--- config.mk ---
export PLATFORM = sky130hd
export DESIGN_NAME = freq_meter
export DESIGN_NICKNAME = d
export VERILOG_FILES = /design/src/rtl/freq_meter.sv
export SDC_FILE = /design/constraint.sdc
export NUM_CORES = 1
export LEC_CHECK = 0
export ABC_AREA = 1
export ABC_CLOCK_PERIOD_IN_PS = 3650
export BUFFER_PORTS_ARGS = -buffer_cell sky130_fd_sc_hd__buf_2
export CORE_MARGIN = 5
export CORE_UTILIZATION = 46
export DETAILED_ROUTE_END_ITERATION = 8
export PLACE_DENSITY_LB_ADDON = 0.3
export SLEW_MARGIN = 20
export SYNTH_ARGS = -nofsm -noshare
export SYNTH_HDL_FRONTEND = slang
export SYNTH_SLANG_ARGS = --single-unit
--- constraint.sdc ---
create_clock -name clk -period 3.65 [get_ports clk]
set_input_delay 0.365 -clock clk [delete_from_list [all_inputs] [get_ports clk]]
set_output_delay 0.365 -clock clk [all_outputs]
set_load 0.02 [all_outputs]
--- src/rtl/freq_meter.sv ---
// rtl/freq_meter.sv - gated rising-edge counter over a GATE_CYCLES window.
// Define FREQ_METER_PERIOD_EN to add edge-to-edge period measurement.
module freq_meter #(
  parameter int GATE_CYCLES = 125000000,
  parameter int CNT_W       = 32
) (
  input  logic             clk,
  input  logic             reset,
  input  logic             sig_in,
  input  logic             enable,
  output logic [CNT_W-1:0] freq,
  output logic             valid,
  output logic             overflow
`ifdef FREQ_METER_PERIOD_EN
  ,
  output logic [CNT_W-1:0] period,
  output logic             period_valid
`endif
);

  localparam int GATE_W = $clog2(GATE_CYCLES);
  localparam logic [GATE_W-1:0] GATE_LAST = GATE_W'(GATE_CYCLES - 1);
  localparam logic [CNT_W-1:0]  CNT_MAX   = '1;

  typedef enum logic {IDLE, MEASURE} state_t;

  state_t            state_q, state_d;
  logic              s1_q, s2_q, s3_q;
  logic [GATE_W-1:0] gate_q, gate_d;
  logic [CNT_W-1:0]  edge_cnt_q, edge_cnt_d;
  logic              sat_q, sat_d;
  logic [CNT_W-1:0]  freq_q, freq_d;
  logic              valid_q, valid_d;
  logic              overflow_q, overflow_d;
  logic              edge_det;
  logic              cnt_full;

  always_comb begin
    edge_det   = s2_q & ~s3_q;
    cnt_full   = (edge_cnt_q == CNT_MAX);
    state_d    = state_q;
    gate_d     = gate_q;
    edge_cnt_d = edge_cnt_q;
    sat_d      = sat_q;
    freq_d     = freq_q;
    overflow_d = overflow_q;
    valid_d    = 1'b0;
    case (state_q)
      IDLE: begin
        gate_d     = '0;
        edge_cnt_d = '0;
        sat_d      = 1'b0;
        if (enable) state_d = MEASURE;
      end
      default: begin
        if (!enable) begin
          // Abort: partial window is dropped, published results untouched
          state_d    = IDLE;
          gate_d     = '0;
          edge_cnt_d = '0;
          sat_d      = 1'b0;
        end else if (gate_q == GATE_LAST) begin
          freq_d     = cnt_full ? CNT_MAX : edge_cnt_q + CNT_W'(edge_det);
          overflow_d = sat_q | (cnt_full & edge_det);
          valid_d    = 1'b1;
          gate_d     = '0;
          edge_cnt_d = '0;
          sat_d      = 1'b0;
        end else begin
          gate_d = gate_q + GATE_W'(1);
          if (edge_det) begin
            if (cnt_full) sat_d = 1'b1;
            else          edge_cnt_d = edge_cnt_q + CNT_W'(1);
          end
        end
      end
    endcase
  end

  always_ff @(posedge clk or posedge reset) begin
    if (reset) begin
      state_q    <= IDLE;
      s1_q       <= 1'b0;
      s2_q       <= 1'b0;
      s3_q       <= 1'b0;
      gate_q     <= '0;
      edge_cnt_q <= '0;
      sat_q      <= 1'b0;
      freq_q     <= '0;
      valid_q    <= 1'b0;
      overflow_q <= 1'b0;
    end else begin
      state_q    <= state_d;
      s1_q       <= sig_in;
      s2_q       <= s1_q;
      s3_q       <= s2_q;
      gate_q     <= gate_d;
      edge_cnt_q <= edge_cnt_d;
      sat_q      <= sat_d;
      freq_q     <= freq_d;
      valid_q    <= valid_d;
      overflow_q <= overflow_d;
    end
  end

  assign freq     = freq_q;
  assign valid    = valid_q;
  assign overflow = overflow_q;

`ifdef FREQ_METER_PERIOD_EN
  logic [CNT_W-1:0] per_cnt_q, per_cnt_d;
  logic             armed_q, armed_d;
  logic [CNT_W-1:0] period_q, period_d;
  logic             period_valid_q, period_valid_d;

  // per_cnt holds the distance from the last edge, so it loads 1 on an edge
  always_comb begin
    per_cnt_d      = per_cnt_q;
    armed_d        = armed_q;
    period_d       = period_q;
    period_valid_d = 1'b0;
    if (!(state_q == MEASURE && enable)) begin
      armed_d = 1'b0;
    end else if (edge_det) begin
      if (armed_q) begin
        period_d       = per_cnt_q;
        period_valid_d = 1'b1;
      end
      armed_d   = 1'b1;
      per_cnt_d = CNT_W'(1);
    end else if (per_cnt_q != CNT_MAX) begin
      per_cnt_d = per_cnt_q + CNT_W'(1);
    end
  end

  always_ff @(posedge clk or posedge reset) begin
    if (reset) begin
      per_cnt_q      <= '0;
      armed_q        <= 1'b0;
      period_q       <= '0;
      period_valid_q <= 1'b0;
    end else begin
      per_cnt_q      <= per_cnt_d;
      armed_q        <= armed_d;
      period_q       <= period_d;
      period_valid_q <= period_valid_d;
    end
  end

  assign period       = period_q;
  assign period_valid = period_valid_q;
`endif

endmodule

==> metrics.md <==
| Metric | Value |
|---|---|
| Critical-path top delay cell | `nor2_1` |
| Worst skew pair latency | `0.36 ns` |
| Largest family of logic cells by synthesized area | `simple AND/OR/NAND/NOR gates` |
| DIE AREA | `0.0153 sq mm` |
| Nets@finish | `911` |
| Lkg Pwr | `0.00293 uW` |
| XOR/XNOR Fraction of Synth Area | `2.50%` |
| CP bufs+invs | `1` |
| Postcts setup bufs | `0` |
| Worst reg2reg setup slack | `1.33 ns` |
| Post-route DRC | `0` |
| Cell depth of the worst hold path | `1` |
| Clock root cell | `clkbuf_16` |
| Hold crit path type | `in2reg` |
| Synth Area in Simple Gates | `41.5%` |
| H-tree Lvls | `3` |
| Final Hold Fails | `0` |
| Post-detail-place hpwl | `10.8 mm` |
| WP data required | `3.92 ns` |
| CTS tree | `built` |
| Final antenna-violating net count | `0` |
| GRT overflow | `0` |
| Worst relative slew slack | `51.8%` |
| Diodes inserted | `0` |
| Non-Filler Instances | `1080` |
| Clock Tree Buf Depth | `2` |
| Top cell type's share of synthesized area | `41.1%` |
| DR vias | `5490` |
| Worst-Margin Slew | `0.724 ns` |
| RR Endpoint | `freq[16]$_DFFE_PP0P_` |
| Fillcell total | `1309` |
| Switching Share | `23.2%` |
| Die width | `124 um` |
| Port buffer count | `37` |
| M1 WL | `6.44 mm` |
| Worst stage delay on the critical path | `0.37 ns` |
| Cts repair resizes | `0` |
| Critical register-to-register path startpoint | `s2_q$_DFF_PP0_` |
| Post-synth net total | `878` |
| Fmax achieved | `431 MHz` |
| Clk pwr share | `45.9%` |
| Logic pwr share | `3.0%` |
| Seq/Total Area, Yosys | `41.1%` |
| Area grow syn2layout | `10.7%` |
| WL met2 | `7.21 mm` |
| Boundary pin count | `38` |
| Worst-path cell chain | `inv_1 -> nor2_2 -> ha_1 -> ha_1 -> nand3_1 -> nor2_1 -> nand2_1 -> nor2_1 -> xor2_1 -> nor2_1 -> o21ai_0` |
| Vias in the first global route | `5051` |
| Pin count of the biggest net entering global routing | `57` |
| Cell family with most CP delay | `simple AND/OR/NAND/NOR gates` |
| Pint | `1640 uW` |
| Clock slew seen by the registers of the worst setup and hold paths | `0.07 ns` |
| Drt pass-1 iters | `5` |
| Synth Flop Type | `dfrtp_1` |
| Critical path class | `reg2reg` |
| Synth top cells by count | `249 x nand2_1, 160 x nor2_1, 102 x inv_1` |
| Core area | `0.0127 sq mm` |
| WL met3 | `734 um` |
| Routability congestion estimate | `0.924` |
| WHS Endpoint | `s1_q$_DFF_PP0_` |
| Largest cells by area after synthesis | `dfrtp_1 41%, nand2_1 16%, nor2_1 10%` |
| Die Height | `124 um` |
| Synthesis-stage register bit count | `98` |
| Most numerous cell in the Yosys netlist | `nand2_1` |
| Initial Utilization | `47.1%` |
| Post-synthesis adder-cell area fraction | `0.839%` |
| Cells on worst reg2reg path | `11` |
| Clock sink count | `98` |
| RSZ-0062 raised after global routing | `no` |
| Crit path capture type | `register` |
| Asr flop ratio synth | `100%` |
| Post-synth EDFFs | `0` |
| Power per cell area | `324 mW/mm^2` |
| Syn Std Cell Area | `0.00596 sq mm` |
| Cell mode on critical path | `nor2_1` |
| Setup crit start kind | `register` |
| Peak supply drop | `0.261 mV` |
| Period minus WS final | `2.32 ns` |
| Cts hold-fix bufs | `0` |
| Worst clock skew | `0.00960 ns` |
| Register share of total power | `51.1%` |
| Top Layer Used | `met4` |
| Layout cells sized above 1 | `10.1%` |
| Hold Crit Start | `sig_in` |
| Max_cap viols | `0` |
| Post-Syn Area per Cell | `6.85 sq um` |
| First-pass GRT wire length | `24.5 mm` |
| Status | `complete, no violations` |
| Initial antenna violation count | `0` |
| Post-synth top area cell | `dfrtp_1` |
| Worst endpoint data arrival time | `2.59 ns` |
| Synth cell types | `34` |
| TritonCTS Buffers | `9` |
| Final WL | `14.7 mm` |
| Crit Path Max Fanout | `5` |
| TNS Setup | `0 ns` |
| Placed Cells | `1064` |
| Wire per inst | `13.6 um` |
| Vias per cell | `5.08` |
| Sw power | `496 uW` |
| Number of DRC markers in iteration 0 | `357` |
| Row count | `41` |
| Final slew viol count | `0` |
| Tcrit/Tclk final | `63.5%` |
| Final setup violation count | `0` |
| Mux contribution to synthesized area | `0%` |
| Total track usage | `20.5%` |
| Syn Inst Count | `870` |
| Compound-Gate Fraction of Synth Area | `5.52%` |
| Syn. warnings | `0` |
## worst register-to-register path, cell delays in order, from the launching register on
cell and delay, ns:
dfrtp_1 0.35, inv_1 0.06, nor2_2 0.10, ha_1 0.22, ha_1 0.27, nand3_1 0.19
nor2_1 0.37, nand2_1 0.16, nor2_1 0.14, xor2_1 0.15, nor2_1 0.06, o21ai_0 0.17
## cell type report
class	count	area (sq um)	area share, %
Multi-Input combinational cell	646	3010	45.6
Clock inverter	6	72.6	1.10
Clock buffer	10	229	3.47
Timing Repair Buffer	42	223	3.37
Inverter	106	400	6.07
Sequential cell	98	2450	37.2
Tap cell	172	215	3.26
## power groups by stage
| stage | Sequential (uW) | Combinational [uW] | Clock [uW] |
|---|---|---|---|
| 2_1_floorplan | 1110 | 48.2 | 0 |
| 3_3_place_gp | 1110 | 66.2 | 0 |
| 3_5_place_dp | 1110 | 67.2 | 0 |
| 4_1_cts | 1090 | 67.4 | 1010 |
| 5_1_grt | 1090 | 75.2 | 1060 |
| 6_report | 1090 | 65.1 | 981 |
## flip-flops by register name (all words and copies together) (netlist names)
signal,flops
edge_cnt_q,32
freq,32
gate_q,27
overflow,1
s1_q,1
s2_q,1
s3_q,1
sat_q,1
state_q,1
valid,1
## metrics by stage
stage / power (uW) / setup WS (ns) / area [sq um] / hold WS, ns / utilization, %
finish: 2140 / 1.33 / 6600 / 0.110 / 52.1
global placement: 1180 / 1.37 / 6300 / 0.345 / 49.7
global route: 2230 / 1.11 / 6600 / 0.0948 / 52.1
floorplan: 1160 / 0.723 / 5960 / 0.331 / -
detailed placement: 1180 / 1.36 / 6300 / 0.342 / 49.7
CTS: 2160 / 1.34 / 6600 / 0.0968 / 52.1
## placed cells by master (no fill, tap or decap), drive strengths merged
cell and instances:
clkinvlp 1, clkinv 2, nor3b 3, nor2 176, nor3 17, xor2 15, clkbuf 10, o211ai 1
bufinv 1, a31oi 1, a21oi 13, nand3 72, o21ai 41, o21bai 6, dfrtp 98, buf 42
inv 108, nor4 2, or2 1, nand4 35, xnor2 2, ha 4, nand2 257
## cell families after synthesis
group	after synthesis
flip-flops	98
AO/OA/AOI/OAI	62
adder cells (fa/ha/maj)	4
XOR/XNOR	17
buffers and inverters	126
AND/OR/NAND/NOR	563
## worst max-delay path by stage
stage	slack, ns	depth (start not counted)	from	end
after floorplan	0.72	1	reset	edge_cnt_q[0]$_DFFE_PP0P_
after global placement	1.37	12	s3_q$_DFF_PP0_	freq[24]$_DFFE_PP0P_
after detailed placement	1.36	10	s3_q$_DFF_PP0_	freq[16]$_DFFE_PP0P_
after CTS	1.34	11	s2_q$_DFF_PP0_	freq[16]$_DFFE_PP0P_
after global routing	1.11	11	s2_q$_DFF_PP0_	freq[16]$_DFFE_PP0P_
final	1.33	11	s2_q$_DFF_PP0_	freq[16]$_DFFE_PP0P_
## layer usage
layer  GRT usage, %  vias to the layer above
met5              0                        -
met4           6.71                        0
met3           4.59                       25
met2           34.6                      120
met1           26.2                     2515
li1               -                     2830
Power figures use the tool's default switching activity.
